File: config.mk
export PLATFORM = sky130hd
export DESIGN_NAME = alu_arbiter_flat
export DESIGN_NICKNAME = d
export VERILOG_FILES = /design/src/rtl/alu_pkg.sv /design/src/rtl/alu_arbiter_if.sv /design/src/rtl/alu_rr_pick.sv /design/src/rtl/alu_arbiter.sv /design/src/flat_wrapper.sv
export SDC_FILE = /design/constraint.sdc
export NUM_CORES = 1
export LEC_CHECK = 0
export CORE_AREA = 4 4 161 163
export DETAILED_ROUTE_END_ITERATION = 16
export DIE_AREA = 0 0 165 167
export GPL_ROUTABILITY_DRIVEN = 0
export PLACE_DENSITY = 0.59
export REMOVE_ABC_BUFFERS = 1
export SLEW_MARGIN = 20
export SYNTH_ARGS = -nofsm -noshare
export SYNTH_HDL_FRONTEND = slang
export SYNTH_HIERARCHICAL = 1
export SYNTH_SLANG_ARGS = --single-unit
export TNS_END_PERCENT = 20
File: constraint.sdc
create_clock -name clk -period 3.59 [get_ports clk]
set_input_delay 0.359 -clock clk [delete_from_list [all_inputs] [get_ports clk]]
set_output_delay 0.359 -clock clk [all_outputs]
set_load 0.02 [all_outputs]
File: src/rtl/alu_pkg.sv
// Shared definitions for the ALU arbiter: ALU op codes, op-code width and FSM state encoding.
package alu_pkg;
  localparam int OP_W = 4;

  localparam logic [OP_W-1:0] ALU_AND = 4'd0;
  localparam logic [OP_W-1:0] ALU_OR  = 4'd1;
  localparam logic [OP_W-1:0] ALU_XOR = 4'd2;
  localparam logic [OP_W-1:0] ALU_NOR = 4'd3;
  localparam logic [OP_W-1:0] ALU_ADD = 4'd4;
  localparam logic [OP_W-1:0] ALU_SUB = 4'd5;
  localparam logic [OP_W-1:0] ALU_SLT = 4'd6;

  typedef enum logic [1:0] {
    ST_IDLE  = 2'd0,
    ST_ISSUE = 2'd1,
    ST_RESP  = 2'd2
  } state_t;
endpackage

File: src/rtl/alu_arbiter_if.sv
// Request/response and ALU-side bus of the shared-ALU arbiter.
// Per-requester fields are packed [N_REQ-1:0][..], so requester i occupies slice [i*WIDTH +: WIDTH].
interface alu_arbiter_if #(
  parameter int N_REQ = 4,
  parameter int WIDTH = 32,
  parameter int OP_W  = 4
);
  logic [N_REQ-1:0]            req_valid;
  logic [N_REQ-1:0]            req_ready;
  logic [N_REQ-1:0][WIDTH-1:0] req_x;
  logic [N_REQ-1:0][WIDTH-1:0] req_y;
  logic [N_REQ-1:0][OP_W-1:0]  req_op;
  logic [N_REQ-1:0]            resp_valid;
  logic [N_REQ-1:0]            resp_ready;
  logic [WIDTH-1:0]            resp_data;
  logic [WIDTH-1:0]            alu_x;
  logic [WIDTH-1:0]            alu_y;
  logic [OP_W-1:0]             alu_op;
  logic [WIDTH-1:0]            alu_z;

  modport slave (
    input  req_valid, req_x, req_y, req_op, resp_ready, alu_z,
    output req_ready, resp_valid, resp_data, alu_x, alu_y, alu_op
  );

  modport master (
    output req_valid, req_x, req_y, req_op, resp_ready, alu_z,
    input  req_ready, resp_valid, resp_data, alu_x, alu_y, alu_op
  );
endinterface

File: src/rtl/alu_rr_pick.sv
// Combinational grant picker: request vector (+ round-robin pointer) -> one-hot grant and index.
// ALU_ARB_FIXED_PRIO_EN selects fixed lowest-index priority and removes the pointer input.
module alu_rr_pick #(
  parameter int N_REQ = 4,
  localparam int IDX_W = (N_REQ > 1) ? $clog2(N_REQ) : 1
) (
  input  logic [N_REQ-1:0] i_req,
`ifndef ALU_ARB_FIXED_PRIO_EN
  input  logic [IDX_W-1:0] i_ptr,
`endif
  output logic [N_REQ-1:0] o_gnt,
  output logic [IDX_W-1:0] o_idx,
  output logic             o_any
);
`ifdef ALU_ARB_FIXED_PRIO_EN
  always_comb begin
    o_gnt = '0;
    o_idx = '0;
    o_any = 1'b0;
    for (int k = 0; k < N_REQ; k++) begin
      if (i_req[IDX_W'(k)] && !o_any) begin
        o_any = 1'b1;
        o_idx = IDX_W'(k);
      end
    end
    if (o_any) o_gnt[o_idx] = 1'b1;
  end
`else
  int               w_j;
  logic [IDX_W-1:0] w_jj;

  // Search starts one past the last served requester, so it ends up with lowest priority.
  always_comb begin
    o_gnt = '0;
    o_idx = '0;
    o_any = 1'b0;
    w_j   = 0;
    w_jj  = '0;
    for (int k = 1; k <= N_REQ; k++) begin
      w_j = int'(i_ptr) + k;
      if (w_j >= N_REQ) w_j = w_j - N_REQ;
      w_jj = IDX_W'(w_j);
      if (i_req[w_jj] && !o_any) begin
        o_any = 1'b1;
        o_idx = w_jj;
      end
    end
    if (o_any) o_gnt[o_idx] = 1'b1;
  end
`endif
endmodule

File: src/rtl/alu_arbiter.sv
// Shares one combinational ALU between N_REQ requesters: IDLE (grant) -> ISSUE -> RESP.
// Build option ALU_ARB_FIXED_PRIO_EN: fixed priority instead of round-robin.
module alu_arbiter
  import alu_pkg::*;
#(
  parameter int N_REQ = 4,
  parameter int WIDTH = 32,
  parameter int OP_W  = alu_pkg::OP_W
) (
  input logic       clk,
  input logic       rst,
  alu_arbiter_if.slave bus
);
  localparam int IDX_W = (N_REQ > 1) ? $clog2(N_REQ) : 1;

  state_t           r_state;
  logic [N_REQ-1:0] r_gnt;
  logic [IDX_W-1:0] r_idx;
  logic [N_REQ-1:0] r_resp_valid;
  logic [WIDTH-1:0] r_x, r_y, r_data;
  logic [OP_W-1:0]  r_op;
  logic [N_REQ-1:0] w_gnt;
  logic [IDX_W-1:0] w_idx;
  logic             w_any;
`ifndef ALU_ARB_FIXED_PRIO_EN
  logic [IDX_W-1:0] r_ptr;
`endif

  alu_rr_pick #(.N_REQ(N_REQ)) u_pick (
    .i_req (bus.req_valid),
`ifndef ALU_ARB_FIXED_PRIO_EN
    .i_ptr (r_ptr),
`endif
    .o_gnt (w_gnt),
    .o_idx (w_idx),
    .o_any (w_any)
  );

  // Accept pulse must coincide with the operand latch edge; masked so reset forces it low.
  assign bus.req_ready  = (r_state == ST_IDLE && !rst) ? w_gnt : '0;
  assign bus.resp_valid = r_resp_valid;
  assign bus.resp_data  = r_data;
  assign bus.alu_x      = r_x;
  assign bus.alu_y      = r_y;
  assign bus.alu_op     = r_op;

  always_ff @(posedge clk or posedge rst) begin
    if (rst) begin
      r_state      <= ST_IDLE;
      r_gnt        <= '0;
      r_idx        <= '0;
      r_resp_valid <= '0;
      r_x          <= '0;
      r_y          <= '0;
      r_op         <= '0;
      r_data       <= '0;
`ifndef ALU_ARB_FIXED_PRIO_EN
      r_ptr        <= IDX_W'(N_REQ - 1);
`endif
    end else begin
      case (r_state)
        ST_IDLE: if (w_any) begin
          r_gnt   <= w_gnt;
          r_idx   <= w_idx;
          r_x     <= bus.req_x[w_idx];
          r_y     <= bus.req_y[w_idx];
          r_op    <= bus.req_op[w_idx];
          r_state <= ST_ISSUE;
        end
        ST_ISSUE: begin
          r_data       <= bus.alu_z;
          r_resp_valid <= r_gnt;
          r_state      <= ST_RESP;
        end
        ST_RESP: if (bus.resp_ready[r_idx]) begin
          r_resp_valid <= '0;
`ifndef ALU_ARB_FIXED_PRIO_EN
          r_ptr        <= r_idx;
`endif
          r_state      <= ST_IDLE;
        end
        default: r_state <= ST_IDLE;
      endcase
    end
  end
endmodule
File: src/flat_wrapper.sv
// flat-port wrapper written by rule: the top's interface ports become plain ports
module alu_arbiter_flat import alu_pkg::*;
#(
  parameter int N_REQ = 4,
  parameter int WIDTH = 32,
  parameter int OP_W  = alu_pkg::OP_W
)
  (clk, rst, bus_req_valid, bus_req_x, bus_req_y, bus_req_op, bus_resp_ready, bus_alu_z, bus_req_ready, bus_resp_valid, bus_resp_data, bus_alu_x, bus_alu_y, bus_alu_op);
  alu_arbiter_if #(.N_REQ(N_REQ), .WIDTH(WIDTH), .OP_W(OP_W)) bus_i ();
  input logic clk;
  input logic rst;
  input wire logic [$bits(bus_i.req_valid)-1:0] bus_req_valid;
  input wire logic [$bits(bus_i.req_x)-1:0] bus_req_x;
  input wire logic [$bits(bus_i.req_y)-1:0] bus_req_y;
  input wire logic [$bits(bus_i.req_op)-1:0] bus_req_op;
  input wire logic [$bits(bus_i.resp_ready)-1:0] bus_resp_ready;
  input wire logic [$bits(bus_i.alu_z)-1:0] bus_alu_z;
  output wire logic [$bits(bus_i.req_ready)-1:0] bus_req_ready;
  output wire logic [$bits(bus_i.resp_valid)-1:0] bus_resp_valid;
  output wire logic [$bits(bus_i.resp_data)-1:0] bus_resp_data;
  output wire logic [$bits(bus_i.alu_x)-1:0] bus_alu_x;
  output wire logic [$bits(bus_i.alu_y)-1:0] bus_alu_y;
  output wire logic [$bits(bus_i.alu_op)-1:0] bus_alu_op;
  assign bus_i.req_valid = bus_req_valid;
  assign bus_i.req_x = bus_req_x;
  assign bus_i.req_y = bus_req_y;
  assign bus_i.req_op = bus_req_op;
  assign bus_i.resp_ready = bus_resp_ready;
  assign bus_i.alu_z = bus_alu_z;
  assign bus_req_ready = bus_i.req_ready;
  assign bus_resp_valid = bus_i.resp_valid;
  assign bus_resp_data = bus_i.resp_data;
  assign bus_alu_x = bus_i.alu_x;
  assign bus_alu_y = bus_i.alu_y;
  assign bus_alu_op = bus_i.alu_op;
  alu_arbiter #(.N_REQ(N_REQ), .WIDTH(WIDTH), .OP_W(OP_W)) u_core (.clk(clk), .rst(rst), .bus(bus_i));
endmodule
==> flow_summary.ini, run 1 <==
[status]
status = complete, no violations

[sta]
finalSetupTns_ps = 0
tightest_slew_ps = 791.5
max_slew_margin_pct = 47.23
setup_violations = 0
timing.final.ws_setup_ps = 870.2
rsz0062_at_grt = no
fin_worst_skew_ps = 8.259
min_period_ps = 2720
fmax_ghz = 0.3677
period_share_pct = 75.76
drv_slew = 0
finalHoldViolCount = 0

[worst_setup_path]
endpoint_kind = output port
rr_endpoint = u_core/bus.alu_y[19]
slowest_delay_ps = 680
required_ps = 3230
r2r_cells = 7
startpoint_type = flip-flop
cp_max_fo = 14
cp_num_buf_inv = 1
worstSetupPathType = reg -> out
r2r-start = u_core/r_ptr[1]
arrival_ps = 2360
crit_chain = and2b_1 -> nor2_1 -> o221a_1 -> and2_1 -> clkdlybuf4s50_1
path_delay_family = flip-flops
crit_slowest_cell = dfstp_2
r2r_slack_ps = 1070

[yosys]
syn-cell-area_sq_um = 6287
seq_area_frac_synth_pct = 45.41
synth-seq-cells = 114
syn_inst = 459
yosys_warnings = 6
synth.distinct_cells = 35
synth.avg_cell_area_sq_um = 13.70

[min_path]
hold_class = in -> async

[layout]
multi_input_area_sq_um = 3218
postLayoutCellArea_sq_um = 11550
regArea_sq_um = 2855
nNetsFinal = 1188
fillerInstances = 2211
n_antenna_cell = 0
area_growth_pct = 83.64
drive_gt1_share_pct = 22.21

[power_and_ir_drop]
peakVddDrop_v = 0.0006454
finalPower_mw = 9.466
p_leak_nw = 4.605
power_density_nw_per_um2 = 819.9
switching_share_pct = 35.95
p_comb_share_pct = 53.7
p_sw_mw = 3.403
pwr-share-clk_pct = 21.1
seq_power_share_pct = 25.2
internal-power_mw = 6.063

[clock_network]
clk_latency_ps = 400
post_cts_buffers = 0
cts.sinks = 114
cts_resized = 0
cts_root_buf = clkbuf_16
clockBufferDepth = 2
tritoncts = built
htree_levels = 4
hold_buffers = 0
clkTransAtPathRegs_ps = 60
cts_buffers = 17

[placement]
placed_area_sq_um = 10860
io_buffers = 421
dp_slack_ps = 673.1
hpwl_um = 19970

[routing]
finalWirelength_um = 25150
avgViaCountPerCell = 4.508
ant_nets = 0
post_drt_wl_per_cell_um = 20.76
drt_pass1_iterations = 4
drt_iter0_drc = 214
vias = 5459
post-route-drc-count = 0

[floorplan]
design.core.area_sq_um = 24320
fp-row-count = 57
initial_utilization_pct = 25.85
ioPinCount = 422
dieArea_sq_um = 27560
fp.dieW_um = 165
die-height_um = 167

[global_routing]
met1_usage_pct = 19.86
grt_pass1_wl_um = 36430
met2_usage_pct = 32.19
grt_use_met3_pct = 7.044
top_usage_layer = met2
antenna_found_initial = 1
grt_start_max_net_pins = 60
grt_overflow = 0
grt_pass1_vias = 5942
track_usage_pct = 17.77

[run]
cap_viol_max_count = 0
-- synth_stat cells --
cell	instances	area [sq um]
a2bb2oi_1	1	8.760
nand2b_1	6	37.54
o21ai_1	2	10.01
mux4_2	69	1554
nor3_1	1	5.000
mux2_4	9	135.1
clkbuf_1	15	56.30
buf_2	12	60.06
buf_6	2	22.52
o21a_1	1	7.510
o21ai_0	13	65.06
mux2_2	66	743.2
and2_2	1	7.510
o211ai_1	4	30.03
and2b_1	2	15.01
o221a_1	1	11.26
o21bai_1	2	15.01
inv_1	4	15.01
clkbuf_8	1	13.76
nor2b_1	3	18.77
mux2i_1	1	10.01
nor2_1	4	15.01
buf_4	6	45.04
dfstp_2	2	52.55
and2_1	5	31.28
o22ai_1	1	6.260
a211oi_1	2	15.01
a21oi_1	4	20.02
o211a_1	1	10.01
a21boi_0	1	7.510
o221ai_1	1	8.760
buf_12	2	40.04
nand2_1	101	379.1
nor3b_2	1	12.51
dfrtp_1	112	2803
-- power groups by stage --
stage | combinational, mW | clock (mW) | sequential (mW)
after floorplan | 2.46 | 0 | 3.07
final | 5.08 | 2.00 | 2.39
after global placement | 5.14 | 0 | 2.38
after global routing | 5.45 | 2.12 | 2.48
after CTS | 5.19 | 2.06 | 2.39
after detailed placement | 5.18 | 0 | 2.39
-- through the flow --
| stage | hold WS [ps] | cells | utilization (%) |
|---|---|---|---|
| 5_1_grt | 464.8 | 1211 | 47.48 |
| 6_report | 418.4 | 1211 | 47.48 |
| 2_1_floorplan | 464.4 | 421 | - |
| 4_1_cts | 448.8 | 1211 | 47.48 |
| 3_3_place_gp | 456.0 | 1179 | 44.65 |
| 3_5_place_dp | 463.0 | 1179 | 44.65 |
-- layout by cell type, fill, tap and decap left out, drive strengths merged --
cell / instances
o211a: 1
dfrtp: 112
nor3b: 1
mux2: 75
nand2: 101
a211oi: 2
buf: 13
inv: 8
nor3: 1
a2bb2oi: 1
clkdlybuf4s50: 421
a21oi: 4
nor2: 4
clkinvlp: 1
o221a: 1
and2b: 2
dfstp: 2
and2: 6
nand2b: 6
mux4: 69
o221ai: 1
clkbuf: 18
o22ai: 1
bufinv: 6
clkinv: 3
mux2i: 1
o211ai: 4
o21ai: 15
nor2b: 3
o21bai: 2
a21boi: 1
o21a: 1
-- flip-flops by register name (all words and copies together), names as in the netlist --
register	flops
u_core/r_gnt	4
u_core/bus.resp_data	32
u_core/bus.resp_valid	4
u_core/bus.alu_op	4
u_core/r_state	2
u_core/bus.alu_x	32
u_core/bus.alu_y	32
u_core/r_ptr	2
u_core/r_idx	2
-- logic make-up (layout without fill, tap and decap cells) --
kind of cell | count (synthesis) | after routing | share of synthesized area [%]
muxes | 145 | 145 | 38.85
and+or+nand+nor | 124 | 124 | 8.298
DFF | 114 | 114 | 45.41
buffers and inverters | 42 | 470 | 4.020
AOI/OAI and AO/OA | 34 | 34 | 3.423
-- cell type report --
cell class	count	share of cell area, %
repair buffers	434	37.78
multi-input cells	303	27.87
flip-flops and latches	114	24.73
clock buffers	18	3.804
well taps	324	3.511
clock inverters	14	2.156
inverters	4	0.1517
-- worst max path at each step --
stage	start	end	slack [ps]	cells after the start
after floorplan	bus_req_valid[0]	u_core/bus.alu_op[0]	-4240	5
after global placement	bus_req_valid[3]	u_core/bus.alu_y[19]	720	6
after detailed placement	bus_req_valid[0]	u_core/bus.alu_y[19]	670	8
after CTS	u_core/r_ptr[1]	bus_req_ready[0]	840	5
after global routing	u_core/r_ptr[1]	bus_req_ready[0]	740	5
final	u_core/r_ptr[1]	bus_req_ready[0]	870	5
-- layer usage --
metal / vias to the layer above / routed length [um] / part of all wire, %
met5: - / 20 / 0.080
met4: 2 / 134 / 0.53
met3: 10 / 2444 / 9.7
met2: 234 / 13580 / 54
met1: 2686 / 8970 / 36
li1: 2527 / - / -
(Power assumes the default switching activity.)
==> run 2, diff against run 1 <==
Settings changed: CORE_AREA 4 4 161 163 to 4 4 163 165, DIE_AREA 0 0 165 167 to 0 0 167 169, PLACE_DENSITY 0.59 to 0.56.
Clock period 3.59 ns to 2.73 ns, I/O delays scaled along.
==> run 2 against run 1 <==
Compared with the run above:
- clock skew up 3.6 ps
- global-route usage about the same
- combinational power up 34%
- worst hold slack worse by 270 ps
- register-to-register slack worse by 700 ps
- clock power up 11%
- via count up 1.7%
- cell count up 0.83%
- total power up 29%
- sequential share of layout area about the same
==> flow_summary.ini, run 2 (synthesized netlist as in run 1, its figures left out) <==
[sta]
drv_slew = 0
rsz0062_at_grt = no
fin_worst_skew_ps = 11.81
fmax_ghz = 0.3916
tightest_slew_ps = 622.0
setup_violations = 0
period_share_pct = 93.54
finalHoldViolCount = 0
max_slew_margin_pct = 58.54
min_period_ps = 2554
finalSetupTns_ps = 0

[layout]
fillerInstances = 2284
n_antenna_cell = 0
layout_commonest_cell = clkdlybuf4s50_1
final_cell_mix = clkdlybuf4s50_1, dfrtp_1, nand2_1
area_growth_pct = 83.52
drive_gt1_share_pct = 22.45
postLayoutCellArea_sq_um = 11540
regArea_sq_um = 2855
nNetsFinal = 1194
final_cells = 1221
multi_input_area_sq_um = 3218

[floorplan]
ioPinCount = 422
design.core.area_sq_um = 25040
dieArea_sq_um = 28220
die-height_um = 169
fp.dieW_um = 167
initial_utilization_pct = 25.11
fp-row-count = 58

[routing]
ant_nets = 0
drt_pass1_iterations = 5
post-route-drc-count = 0
drt_iter0_drc = 233
vias = 5553
post_drt_wl_per_cell_um = 21.05
finalWirelength_um = 25710
avgViaCountPerCell = 4.548

[run]
cap_viol_max_count = 0

[power_and_ir_drop]
power_density_nw_per_um2 = 1057
p_leak_nw = 4.600
peakVddDrop_v = 0.0004231

[worst_setup_path]
startpoint_type = flip-flop
endpoint_kind = output port
arrival_ps = 2280
worstSetupPathType = reg -> out
required_ps = 2460
cp_max_fo = 11

[clock_network]
tritoncts = built
clk_latency_ps = 410
post_cts_buffers = 0
htree_levels = 4
cts_root_buf = clkbuf_16
cts_resized = 0
clockBufferDepth = 2
clkTransAtPathRegs_ps = 60
cts_buffers = 17
cts.sinks = 114
hold_buffers = 0

[status]
status = complete, no violations

[global_routing]
grt_start_max_net_pins = 105
grt_pass1_vias = 6118
track_usage_pct = 17.81
grt_overflow = 0
antenna_found_initial = 1
grt_pass1_wl_um = 37850

[min_path]
hold_class = in -> async

[placement]
hpwl_um = 20160
dp_cells = 1191
io_buffers = 421
placed_area_sq_um = 10960
## run 2: cell count changes in the layout (fill, tap and decap cells not counted), sizes merged
cell / delta
buf: +6
bufinv: -4
clkbuf: +3
clkinv: +2
clkinvlp: +1
inv: -4
## run 2: cell type report
| cell class | count | share of cell area, % |
|---|---|---|
| Tap cell | 330 | 3.578 |
| Clock inverter | 9 | 0.9325 |
| Sequential cell | 114 | 24.75 |
| Inverter | 4 | 0.1518 |
| Clock buffer | 21 | 4.077 |
| Multi-Input combinational cell | 303 | 27.89 |
| Timing Repair Buffer | 440 | 38.62 |
## run 2: critical path, stage by stage (launching register included)
cell,delay (ps)
dfstp_2,650
nor2b_1,160
o21bai_1,60
a21boi_0,230
and2_1,170
clkdlybuf4s50_1,600
## run 2: report_power, final
part | switching (mW) | leakage, nW | internal, mW
registers | 0.567 | 1.36 | 2.58
logic | 3.10 | 2.96 | 3.73
clock network | 0.815 | 0.281 | 1.40
total | 4.48 | 4.60 | 7.72
## run 2: layer usage
layer | wire length (um) | global-route usage [%]
met1 | 9582 | 20.56
met2 | 13360 | 31.21
met3 | 2311 | 6.749
met4 | 437 | 4.660
met5 | 13 | 0
## run 2: path summary, 6_finish.rpt
check,from,endpoint,slack [ps],cells past startpoint
max in group asynchronous,rst,u_core/bus.alu_x[31],1740,3
worst max-delay path,u_core/r_ptr[0],bus_req_ready[3],180,5
worst max register to register,u_core/r_ptr[1],u_core/bus.alu_x[31],370,7
worst min register to register,u_core/bus.resp_data[25],u_core/bus.resp_data[25],470,2
worst min-delay path,rst,u_core/bus.resp_valid[0],140,2
min in group clk,bus_alu_z[2],u_core/bus.resp_data[2],390,3
## run 2: stage by stage
step / util (%) / worst slack [ps] / total power, mW / hold WS, ps
floorplan: - / -5038 / 7.198 / 378.4
global placement: 43.78 / 81.30 / 10.05 / 455.6
detailed placement: 43.78 / 52.55 / 10.09 / 460.7
CTS: 46.09 / 130.2 / 12.39 / 133.7
global route: 46.09 / 24.40 / 12.94 / 162.1
finish: 46.09 / 176.4 / 12.20 / 144.6
==> run 3, diff against run 2 <==
Settings changed: CORE_AREA 4 4 163 165 to 4 4 161 163, DIE_AREA 0 0 167 169 to 0 0 165 167, DONT_BUFFER_PORTS set to 1, PLACE_DENSITY 0.56 to 0.35.
==> run 3 against run 2 <==
Compared with the run above:
- global-route usage fell by 3.0 points
- count of clock-buffer cells in the layout fell by 2
- register-to-register slack got worse by 220 ps
- combinational power fell by 49%
- clock skew rose by 0.95 ps
- critical path type is now reg -> reg
==> flow_summary.ini, run 3 (synthesized netlist as in run 1, its figures left out) <==
[placement]
hpwl_um = 16020
io_buffers = 0
placed_area_sq_um = 6606

[global_routing]
grt_pass1_wl_um = 30440
grt_start_max_net_pins = 70
grt_pass1_vias = 4703
antenna_found_initial = 8
track_usage_pct = 14.81
grt_overflow = 0

[status]
status = complete, no violations

[routing]
vias = 4083
drt_pass1_iterations = 4
post-route-drc-count = 0
post_drt_wl_per_cell_um = 25.49
avgViaCountPerCell = 4.967
drt_iter0_drc = 248
finalWirelength_um = 20950
ant_nets = 0

[worst_setup_path]
r2r-start = u_core/r_ptr[1]
cp_max_fo = 69
slowest_delay_ps = 680
rr_endpoint = u_core/bus.alu_y[4]
cp.depth = 5
crit_start = u_core/r_ptr[1]
r2r_cells = 5
crit_slowest_cell = dfstp_2
worstSetupEndpoint = u_core/bus.alu_y[4]
r2r_slack_ps = 150
cp_num_buf_inv = 1
crit_chain = a21oi_1 -> o221ai_4 -> buf_16 -> mux4_2 -> mux2_4
startpoint_type = flip-flop
path_delay_family = multiplexers
worstSetupPathType = reg -> reg
endpoint_kind = flip-flop
required_ps = 3020
arrival_ps = 2870

[clock_network]
cts_root_buf = clkbuf_16
clkTransAtPathRegs_ps = 60
tritoncts = built
clk_latency_ps = 410
cts_buffers = 17
clockBufferDepth = 2
htree_levels = 4
cts.sinks = 114

[sta]
fin_worst_skew_ps = 12.76
rsz0062_at_grt = no
min_period_ps = 2584
tightest_slew_ps = 587.8
period_share_pct = 94.66
setup_violations = 0
drv_slew = 0
fmax_ghz = 0.3869
hold_ws_ps = 41.32
max_slew_margin_pct = 60.81
finalHoldViolCount = 0

[floorplan]
die-height_um = 167
initial_utilization_pct = 25.85
design.core.area_sq_um = 24320
ioPinCount = 422
dieArea_sq_um = 27560
fp-row-count = 57
fp.dieW_um = 165

[layout]
multi_input_area_sq_um = 3218
area_growth_pct = 20.46
postLayoutCellArea_sq_um = 7574
final_cell_mix = dfrtp_1, nand2_1, mux4_2
nNetsFinal = 794
layout_commonest_cell = dfrtp_1
fillerInstances = 2442
regArea_sq_um = 2855
drive_gt1_share_pct = 38.74

[power_and_ir_drop]
peakVddDrop_v = 0.0004319
power_density_nw_per_um2 = 1352
p_leak_nw = 3.044
finalPower_mw = 10.24

[run]
cap_viol_max_count = 0

[min_path]
hold_class = in -> reg
-- run 3: layout make-up --
type | count | area share [%]
well taps | 324 | 5.353
diodes | 5 | 0.1652
repair buffers | 40 | 5.782
multi-input cells | 303 | 42.49
inverters | 4 | 0.2313
clock buffers | 19 | 5.848
flip-flops and latches | 114 | 37.70
clock inverters | 13 | 2.429
-- run 3: worst min-delay path by stage --
stage | startpoint | end | cells past startpoint
6_report | bus_alu_z[14] | u_core/bus.resp_data[14] | 2
5_1_grt | bus_alu_z[14] | u_core/bus.resp_data[14] | 2
4_1_cts | bus_alu_z[14] | u_core/bus.resp_data[14] | 2
3_5_place_dp | rst | u_core/r_gnt[1] | 1
3_3_place_gp | rst | u_core/r_state[1] | 1
2_1_floorplan | bus_alu_z[0] | u_core/bus.resp_data[0] | 2
-- run 3: power breakdown --
part / internal (mW) / switching, mW / leakage [nW]
registers: 2.57 / 1.79 / 1.36
logic: 1.97 / 1.51 / 1.39
clock network: 1.55 / 0.838 / 0.299
-- run 3: per-layer routing --
metal / GRT usage (%) / part of all wire [%] / up-vias
li1: - / - / 1750
met1: 15.76 / 33 / 2026
met2: 25.98 / 54 / 275
met3: 6.154 / 11 / 28
met4: 5.497 / 1.8 / 4
met5: 0 / 0.11 / -
-- run 3: per-stage QoR --
stage               worst slack, ps  cells  util, %  setup TNS [ps]
floorplan                     -5038    421        -         -419710
global placement              164.7    753    27.16               0
detailed placement            137.3    753    27.16               0
CTS                           120.0    817    31.06               0
global route                  24.23    822    31.14               0
finish                        145.7    822    31.14               0
-- run 3: repair_timing --
| item | CTS | global route |
|---|---|---|
| endpoints found under the hold margin | 69 | 0 |
| setup endpoints to repair | 0 | 1 |
| gates resized for setup | 0 | 1 |
| buffers inserted | 0 | 0 |
| hold buffers | 32 | 0 |
==> patch, RTL diff (flow settings as in run 2) <==
`N_REQ` is set to 4 in 4 places; all go to 2.
--- a/src/rtl/alu_arbiter_if.sv
+++ b/src/rtl/alu_arbiter_if.sv
@@ -3,3 +3,3 @@
 interface alu_arbiter_if #(
-  parameter int N_REQ = 4,
+  parameter int N_REQ = 2,
   parameter int WIDTH = 32,
--- a/src/rtl/alu_rr_pick.sv
+++ b/src/rtl/alu_rr_pick.sv
@@ -3,3 +3,3 @@
 module alu_rr_pick #(
-  parameter int N_REQ = 4,
+  parameter int N_REQ = 2,
   localparam int IDX_W = (N_REQ > 1) ? $clog2(N_REQ) : 1
--- a/src/rtl/alu_arbiter.sv
+++ b/src/rtl/alu_arbiter.sv
@@ -5,3 +5,3 @@
 #(
-  parameter int N_REQ = 4,
+  parameter int N_REQ = 2,
   parameter int WIDTH = 32,
--- a/src/flat_wrapper.sv
+++ b/src/flat_wrapper.sv
@@ -3,3 +3,3 @@
 #(
-  parameter int N_REQ = 4,
+  parameter int N_REQ = 2,
   parameter int WIDTH = 32,
Interface: changed (7 resized); port bits go from 422 to 278. No check against the original RTL was run, so the function may have changed too.
==> patch against run 2 <==
  * Synthesized area is 25% lower
  * Total power is 26% lower
  * Largest cell class unchanged
  * Sequential share of layout area is 8.0 points higher
  * Largest power group unchanged
  * Highest routed layer is now met4
  * Routed wire length is 38% lower
  * Setup slack better by 0.35 ns
  * Sequential cell count is 6 lower
  * Die area stayed put
  * Final area is 29% lower
  * Count of clock-buffer cells in the layout is 9 lower
==> patch: results <==
run_status:
  outcome: "finished, final reports clean"
power:
  power_switching_mw: 3.513
  combPwrFrac_pct: 51.3
  p_leak_nw: 3.508
  vdd_drop_max_uv: 510.3
detailed_routing:
  via_per_inst: 3.909
  routed_wl_mm: 15.84
  vias: 4210
  wl_met2_mm: 7.168
  top_layer_used: "met4"
clocking:
  htreeDepth: 3
  numCtsBuffers: 9
timing:
  finalCritPeriodShare_pct: 80.89
critical_path:
  cp_max_fo: 4
  rr_endpoint: "u_core/bus.alu_x[20]"
  startpoint: "u_core/r_ptr"
  reg2reg_slack_ns: 0.98
  rr_worst_depth: 4
  worstReg2RegStart: "u_core/r_ptr"
synthesis:
  synthMuxAreaShare_pct: 15.19
  synthCells: 470
  synthTopCellsByCount: "107 x dfrtp_1, 98 x nand2_1, 71 x a21oi_1"
finish:
  fillers: 2570
  fin_nets: 916
  final_util_pct: 32.93
placement:
  port_buffers: 277
  hpwl_mm: 11.70
  placed_area_um2: 7901
hold_path:
  hold_class: "input port to flip-flop"
global_routing:
  grt_antenna_before_repair: 0
  met2_usage_pct: 17.70
  grt_pass1_vias: 4387
  use_met3_pct: 5.418
patch: changes by cell type in the layout (fill, tap and decap cells not counted), sizes merged, moves of 5 or more:
| cell | run 2 | this run |
|---|---|---|
| dfrtp | 112 | 107 |
| mux2i | 1 | 68 |
| clkdlybuf4s50 | 421 | 277 |
| clkbuf | 21 | 12 |
| clkinv | 5 | 0 |
| mux4 | 69 | 0 |
| o21ai | 15 | 2 |
| nor2 | 4 | 70 |
| a21oi | 4 | 71 |
| mux2 | 75 | 3 |
patch: cell type report:
type                    count  area share, %
flip-flops and latches    108          32.79
repair buffers            292          35.60
clock buffers              12          2.989
inverters                   4         0.2124
clock inverters             4          1.184
well taps                 330          5.008
multi-input cells         327          22.22
patch: worst max-delay path: stages (launching register included):
cell             delay [ns]
dfstp_2                0.59
inv_1                  0.05
a21boi_1               0.19
and2_1                 0.15
clkdlybuf4s50_1        0.60
